**config.mk**
```make
export PLATFORM = sky130hd
export DESIGN_NAME = cp0_reg
export DESIGN_NICKNAME = d
export VERILOG_FILES = /design/src/rtl/cp0_pkg.sv /design/src/rtl/cp0_exc_prio.sv /design/src/rtl/cp0_reg.sv
export SDC_FILE = /design/constraint.sdc
export NUM_CORES = 1
export LEC_CHECK = 0
export ABC_AREA = 1
export ABC_CLOCK_PERIOD_IN_PS = 5100
export CORE_MARGIN = 3
export CORE_UTILIZATION = 55
export DETAILED_ROUTE_END_ITERATION = 10
export HOLD_SLACK_MARGIN = 0.02
export PLACE_DENSITY = 0.89
export SYNTH_ARGS = -nofsm -noshare
export SYNTH_HDL_FRONTEND = slang
export SYNTH_SLANG_ARGS = --single-unit
```
**constraint.sdc**
```tcl
create_clock -name clk -period 5.1 [get_ports clk]
set_input_delay 1.02 -clock clk [delete_from_list [all_inputs] [get_ports clk]]
set_output_delay 1.02 -clock clk [all_outputs]
set_load 0.03 [all_outputs]
```
**src/rtl/cp0_pkg.sv**
```systemverilog
// Shared CP0 constants: register addresses, exception codes, exc_in bit indices,
// exception vector, and the decoded-exception record handed from cp0_exc_prio.
package cp0_pkg;

    localparam logic [4:0] CP0_BADVADDR = 5'd8;
    localparam logic [4:0] CP0_COUNT    = 5'd9;
    localparam logic [4:0] CP0_COMPARE  = 5'd11;
    localparam logic [4:0] CP0_STATUS   = 5'd12;
    localparam logic [4:0] CP0_CAUSE    = 5'd13;
    localparam logic [4:0] CP0_EPC      = 5'd14;

    localparam logic [4:0] EXC_INT  = 5'h00;
    localparam logic [4:0] EXC_ADEL = 5'h04;
    localparam logic [4:0] EXC_ADES = 5'h05;
    localparam logic [4:0] EXC_SYS  = 5'h08;
    localparam logic [4:0] EXC_BP   = 5'h09;
    localparam logic [4:0] EXC_RI   = 5'h0A;
    localparam logic [4:0] EXC_OV   = 5'h0C;

    localparam int EXB_SYS   = 0;
    localparam int EXB_BRK   = 1;
    localparam int EXB_ERET  = 2;
    localparam int EXB_OV    = 3;
    localparam int EXB_ADE_D = 4;
    localparam int EXB_ADE_F = 5;
    localparam int EXB_RI    = 6;

    localparam logic [31:0] EXC_VECTOR = 32'hBFC0_0380;

    typedef enum logic [1:0] {
        BADV_NONE = 2'd0,
        BADV_PC   = 2'd1,
        BADV_DATA = 2'd2
    } badv_sel_e;

    typedef struct packed {
        logic      take;
        logic      eret;
        logic [4:0] exccode;
        badv_sel_e badv_sel;
    } exc_dec_t;

    // Status image: BEV is hard-wired to 1, only IM/EXL/IE are stored.
    function automatic logic [31:0] status_read(input logic [7:0] im, input logic exl, input logic ie);
        return {9'b0, 1'b1, 6'b0, im, 6'b0, exl, ie};
    endfunction

endpackage

```
**src/rtl/cp0_exc_prio.sv**
```systemverilog
// Combinational exception prioritiser: picks the winning exception (or eret)
// for the instruction in EX and says where BadVAddr should be loaded from.
module cp0_exc_prio
    import cp0_pkg::*;
(
    input  logic [6:0] i_exc,
    input  logic       i_int_pending,
    input  logic       i_store,
    output exc_dec_t   o_dec
);

    // Fixed-priority decode, interrupt highest, eret only when nothing else fires.
    always_comb begin
        o_dec = '{take: 1'b0, eret: 1'b0, exccode: EXC_INT, badv_sel: BADV_NONE};
        if (i_int_pending) begin
            o_dec.take    = 1'b1;
            o_dec.exccode = EXC_INT;
        end else if (i_exc[EXB_ADE_F]) begin
            o_dec.take     = 1'b1;
            o_dec.exccode  = EXC_ADEL;
            o_dec.badv_sel = BADV_PC;
        end else if (i_exc[EXB_RI]) begin
            o_dec.take    = 1'b1;
            o_dec.exccode = EXC_RI;
        end else if (i_exc[EXB_OV]) begin
            o_dec.take    = 1'b1;
            o_dec.exccode = EXC_OV;
        end else if (i_exc[EXB_SYS]) begin
            o_dec.take    = 1'b1;
            o_dec.exccode = EXC_SYS;
        end else if (i_exc[EXB_BRK]) begin
            o_dec.take    = 1'b1;
            o_dec.exccode = EXC_BP;
        end else if (i_exc[EXB_ADE_D]) begin
            o_dec.take     = 1'b1;
            o_dec.exccode  = i_store ? EXC_ADES : EXC_ADEL;
            o_dec.badv_sel = BADV_DATA;
        end else if (i_exc[EXB_ERET]) begin
            o_dec.eret = 1'b1;
        end else begin
            o_dec.take = 1'b0;
        end
    end

endmodule

```
**src/rtl/cp0_reg.sv**
```systemverilog
// CP0 register file: Status/Cause/EPC/BadVAddr/Count/Compare, timer interrupt,
// exception entry and eret redirect.
module cp0_reg
    import cp0_pkg::*;
(
    input  logic        clk,
    input  logic        resetn,
    input  logic [31:0] exc_in,
    input  logic [31:0] pc_in,
    input  logic        in_delayslot,
    input  logic [31:0] bad_addr_in,
    input  logic        store_in,
    input  logic [5:0]  ext_int,
    input  logic        we,
    input  logic [4:0]  waddr,
    input  logic [31:0] wdata,
    input  logic [4:0]  raddr,
    output logic [31:0] rdata,
    output logic        flush,
    output logic [31:0] exc_pc,
    output logic [31:0] epc_out,
    output logic        timer_int
);

    logic [7:0]  r_im;
    logic        r_exl;
    logic        r_ie;
    logic        r_bd;
    logic [5:0]  r_ip_hw;
    logic [1:0]  r_ip_sw;
    logic [4:0]  r_exccode;
    logic [31:0] r_epc;
    logic [31:0] r_badvaddr;
    logic [31:0] r_count;
    logic [31:0] r_compare;
    logic        r_timer_int;
    logic        r_tick;

    logic        w_int_pending;
    exc_dec_t    w_dec;
    logic        w_take;
    logic        w_eret;
    logic        w_wr;
    logic        w_unused;

    assign w_unused      = ^exc_in[31:7];
    assign w_int_pending = r_ie & ~r_exl & (|({r_ip_hw, r_ip_sw} & r_im));

    cp0_exc_prio u_prio (
        .i_exc         (exc_in[6:0]),
        .i_int_pending (w_int_pending),
        .i_store       (store_in),
        .o_dec         (w_dec)
    );

    // Reset masks the redirect; an exception or eret drops a same-cycle mtc0.
    assign w_take = resetn & w_dec.take;
    assign w_eret = resetn & w_dec.eret;
    assign w_wr   = resetn & we & ~w_take & ~w_eret;

    assign flush     = w_take | w_eret;
    assign epc_out   = r_epc;
    assign timer_int = r_timer_int;

    // Redirect target selection.
    always_comb begin
        if (w_take) begin
            exc_pc = EXC_VECTOR;
        end else if (w_eret) begin
            exc_pc = r_epc;
        end else begin
            exc_pc = 32'h0;
        end
    end

    // mfc0 read mux, straight from register state.
    always_comb begin
        case (raddr)
            CP0_BADVADDR: rdata = r_badvaddr;
            CP0_COUNT:    rdata = r_count;
            CP0_COMPARE:  rdata = r_compare;
            CP0_STATUS:   rdata = status_read(r_im, r_exl, r_ie);
            CP0_CAUSE:    rdata = {r_bd, 15'b0, r_ip_hw, r_ip_sw, 1'b0, r_exccode, 2'b0};
            CP0_EPC:      rdata = r_epc;
            default:      rdata = 32'h0;
        endcase
    end

    // Status, Cause, EPC and BadVAddr: exception entry, eret, then mtc0.
    always_ff @(posedge clk) begin
        if (!resetn) begin
            r_im       <= 8'h00;
            r_exl      <= 1'b0;
            r_ie       <= 1'b0;
            r_bd       <= 1'b0;
            r_ip_hw    <= 6'h00;
            r_ip_sw    <= 2'b00;
            r_exccode  <= 5'h00;
            r_epc      <= 32'h0;
            r_badvaddr <= 32'h0;
        end else begin
            r_ip_hw <= {r_timer_int | ext_int[5], ext_int[4:0]};
            if (w_take) begin
                r_exl     <= 1'b1;
                r_exccode <= w_dec.exccode;
                if (!r_exl) begin
                    r_epc <= in_delayslot ? (pc_in - 32'd4) : pc_in;
                    r_bd  <= in_delayslot;
                end
                case (w_dec.badv_sel)
                    BADV_PC:   r_badvaddr <= pc_in;
                    BADV_DATA: r_badvaddr <= bad_addr_in;
                    default:   r_badvaddr <= r_badvaddr;
                endcase
            end else if (w_eret) begin
                r_exl <= 1'b0;
            end else if (w_wr) begin
                case (waddr)
                    CP0_STATUS: begin
                        r_im  <= wdata[15:8];
                        r_exl <= wdata[1];
                        r_ie  <= wdata[0];
                    end
                    CP0_CAUSE: r_ip_sw <= wdata[9:8];
                    CP0_EPC:   r_epc   <= wdata;
                    default:   r_epc   <= r_epc;
                endcase
            end
        end
    end

    // Count advances on every other clock; Compare match latches timer_int.
    always_ff @(posedge clk) begin
        if (!resetn) begin
            r_count     <= 32'h0;
            r_tick      <= 1'b0;
            r_compare   <= 32'h0;
            r_timer_int <= 1'b0;
        end else begin
            if (w_wr && (waddr == CP0_COUNT)) begin
                r_count <= wdata;
                r_tick  <= 1'b0;
            end else begin
                r_tick <= ~r_tick;
                if (r_tick) begin
                    r_count <= r_count + 32'd1;
                end
            end
            if (w_wr && (waddr == CP0_COMPARE)) begin
                r_compare   <= wdata;
                r_timer_int <= 1'b0;
            end else if (r_count == r_compare) begin
                r_timer_int <= 1'b1;
            end
        end
    end

endmodule

```
==> results.txt <==
For this design the ratio of total power to cell area is 252 nW/um^2. The mapped netlist covers 9990 sq um. The final total negative setup slack is 0 ns. STA classifies the critical path endpoint as an output port. Of the post-synthesis cell area, the dominant cell type holds 0.307.

The final setup skew came out at 0.00740 ns. TritonCTS built the clock tree. The number of core rows is 48. The number of nets at the end of the flow came out at 1972. The tightest slew margin relative to the limit is 0.222.

After global routing the overflow that remains totals 0. Counting instances in the post-synthesis netlist gives the leading cell types as sky130_fd_sc_hd__nand2_1, sky130_fd_sc_hd__nor2_1, sky130_fd_sc_hd__inv_1. For flop-to-flop paths, the worst setup slack is 2.09 ns.

The clock slew seen by the registers of the worst setup and hold paths came out at 0.06 ns. Of all nets on the critical path, the largest fanout is 22. Of all flip-flops after synthesis, the portion carrying an async set or reset was 0. Counting along the longest clock path gives a buffer depth of 2. The number of distinct library cells after synthesis came out at 41. The count of filler cells inserted in the layout is 1465. The initial utilization of the core area, before any placement, comes to 0.570.

The largest net degree at the start of global routing came out at 99. The time the worst path needs with I/O delays and setup is 4.57 ns. The standard cell area after detailed placement is 12200 sq um. The sequential-to-total area share from yosys stat is 0.307. The via count of the first global-routing pass is 10.8k. The fraction of final layout cells sized beyond drive strength 1 is 0.0426. The analysis attributes to cell leakage a power of 5.40 nW. The count of synthesis-stage warnings from yosys came out at 0. The number of I/O port buffers is 221. The full die area is 19800 sq um. Total power for the finished layout comes to 3.24 mW.

The initial antenna violation count came out at 1. The global-route usage over all layers came out at 0.384. By instance count, the leading cell after synthesis is sky130_fd_sc_hd__nand2_1. In this run, post-CTS repair resized a total of 0 instances. The first global-routing pass estimated 60100 microns of wire.

After the first detailed-routing iteration, the DRC count stood at 1786. After detailed routing, the average wire length per cell comes to 19.1 microns. The HPWL after detailed placement is 29400 microns. The height of the die is 141 microns. The run finished with clean final reports. The transition time at the pin with the least slew margin is 1.17 ns. After synthesis, the mean cell area works out to 6.04 sq um. Setup violations remaining at the end of the flow were counted as 0. By area the synthesized netlist is led by sky130_fd_sc_hd__dfxtp_1, sky130_fd_sc_hd__nand2_1, sky130_fd_sc_hd__nor2_1. The number of max-slew violations in the final report was 0. STA classifies the critical path startpoint as a primary input. The most used flip-flop cell after synthesis is sky130_fd_sc_hd__dfxtp_1. The number of cells on the worst reg-to-reg path came out at 13. The origin of the critical flop-to-flop path is r_im[7]$_SDFFE_PN0P_.

The most critical setup path has its startpoint at raddr[0]. In this run the critical register-to-register path is captured at r_compare[20]$_SDFFE_PN0P_. The number of vias in the routed layout is 12.1k. The synthesized flop and latch total is 153. In the finished design, the share of the clock period the worst path needs comes to 0.896. The clock sink count came out at 153. The worst setup path endpoint is rdata[16]. The aggregate routed wire length came out at 39300 microns. Static timing analysis puts the maximum clock frequency at 0.219 GHz.

The total number of H-tree levels is 4. In this run, synthesis inferred 0 flip-flops with an integrated enable. The horizontal extent of the die came out at 141 microns. Setup repair after global routing left no endpoint under its margin. The worst-case IR drop observed on VDD is 0.237 mV. In this run the worst hold path is classified as register to register. sky130_fd_sc_hd__dfxtp_1 takes more of the synthesized area than any other cell. The count of max-cap constraint violations came out at 0. The number of nets in the synthesized netlist is 1806. The first detailed-routing pass ran for 8 iterations. For this run, design rule violations remaining after detail routing come to 0. The number of CTS-inserted buffers is 17.

Once layout is complete, the utilization of the core stands at 0.733. The number of setup buffers added after CTS came out at 0. The count of nets left with antenna violations once routing finished came out at 0. In this run, post-CTS hold repair placed 0 buffers. The number of instances in the synthesized netlist came out at 1654. After detailed routing, the number of vias per cell comes to 5.89. The area added between synthesis and finish is 28.6%. For the worst-skew pair, the clock arrives at the later sink with an insertion delay of 0.43 ns. The final non-filler cell area came out at 12800 sq um. The worst setup path is of the primary input to output port kind. The required time of the worst setup path is 4.08 ns.

The I/O pin total came out at 247. The placer's final routability congestion estimate came out at 1.00. The region available for standard cell placement spans 17500 sq um. The total count of hold-check failures in the final report is 0. The cell sitting at the root of the clock tree is a sky130_fd_sc_hd__clkbuf_16. The arrival time of the worst setup path came out at 3.55 ns.
-- worst min-delay path by stage --
stage / start / end / slack, ns / cells after the start
2_1_floorplan: r_badvaddr[1]$_SDFFE_PN0P_ / r_badvaddr[1]$_SDFFE_PN0P_ / 0.42 / 2
3_3_place_gp: r_badvaddr[1]$_SDFFE_PN0P_ / r_badvaddr[1]$_SDFFE_PN0P_ / 0.45 / 2
3_5_place_dp: r_badvaddr[1]$_SDFFE_PN0P_ / r_badvaddr[1]$_SDFFE_PN0P_ / 0.46 / 2
4_1_cts: r_im[6]$_SDFFE_PN0P_ / r_im[6]$_SDFFE_PN0P_ / 0.48 / 2
5_1_grt: r_im[6]$_SDFFE_PN0P_ / r_im[6]$_SDFFE_PN0P_ / 0.50 / 2
6_report: r_im[6]$_SDFFE_PN0P_ / r_im[6]$_SDFFE_PN0P_ / 0.48 / 2
-- sequential cells by signal, indices dropped and copies added, names as in the netlist --
register and cells:
epc_out 32, r_badvaddr 32, r_compare 32, r_count 32, r_im 8, r_ip_hw 6
r_exccode 4, r_ip_sw 2, r_bd 1, r_exl 1, r_ie 1, r_tick 1
timer_int 1
-- cell usage in the layout (no fill, tap or decap), drive strengths merged --
master,synthesis,routed
nor3,17,17
xor2,34,34
buf,33,21
o22ai,14,14
o31ai,1,1
o21ai,155,155
a2111oi,2,2
a31oi,1,1
nand3,117,117
o2111ai,1,1
nor3b,2,2
o211ai,7,7
o221ai,23,23
inv,199,199
diode,0,1
nor2,278,278
a221oi,4,4
clkdlybuf4s50,0,217
bufinv,0,4
o21a,1,1
a21boi,1,1
or2,5,5
dfxtp,153,153
nand2,396,396
a21oi,77,77
xnor2,17,17
nand4,29,29
clkbuf,58,19
ha,3,3
clkinvlp,0,3
clkinv,1,7
mux2,3,3
a22oi,22,22
-- cell type report --
class                           instances  area, sq um  area share
Multi-Input combinational cell       1210         5770       0.449
Tap cell                              225          282      0.0219
Clock buffer                           19          453      0.0352
Clock inverter                         13          195      0.0152
Timing Repair Buffer                  238         2330       0.181
Sequential cell                       153         3060       0.238
Antenna cell                            1         2.50    0.000195
Inverter                              200          751      0.0584
-- per-stage QoR --
stage,worst slack [ns],std cells,hold slack (ns)
after floorplan,1.58,1654,0.424
after global placement,0.552,2026,0.453
after detailed placement,0.564,2026,0.463
after CTS,0.566,2058,0.475
after global routing,0.418,2059,0.495
final,0.531,2059,0.475
-- power breakdown --
part / switching [mW] / internal, mW / total (mW)
Clock: 0.542 / 0.850 / 1.39
Sequential: 0.0472 / 1.25 / 1.29
Combinational: 0.344 / 0.216 / 0.559
-- worst max-delay path, cell delays in order --
cell	delay (ns)
sky130_fd_sc_hd__clkdlybuf4s50_1	0.46
sky130_fd_sc_hd__nor2_1	0.19
sky130_fd_sc_hd__nand3_1	0.16
sky130_fd_sc_hd__inv_1	0.58
sky130_fd_sc_hd__a22oi_1	0.20
sky130_fd_sc_hd__o211ai_1	0.20
sky130_fd_sc_hd__clkdlybuf4s50_1	0.73
-- cell families after synthesis --
family                     share of synthesized area
buffers and inverters                          0.116
and+or+nand+nor                                0.350
adders and majority gates                    0.00376
AOI/OAI and AO/OA                              0.176
xor gates and xnor gates                      0.0447
DFF                                            0.307
muxes                                        0.00338
-- routing by layer --
layer | vias up | GRT usage | share of wire
met2 | 844 | 0.599 | 0.44
met5 | - | 0 | 0
met1 | 5533 | 0.549 | 0.40
li1 | 5665 | - | -
met4 | 0 | 0.102 | 0.026
met3 | 95 | 0.0685 | 0.13
(Power assumes the default switching activity.)
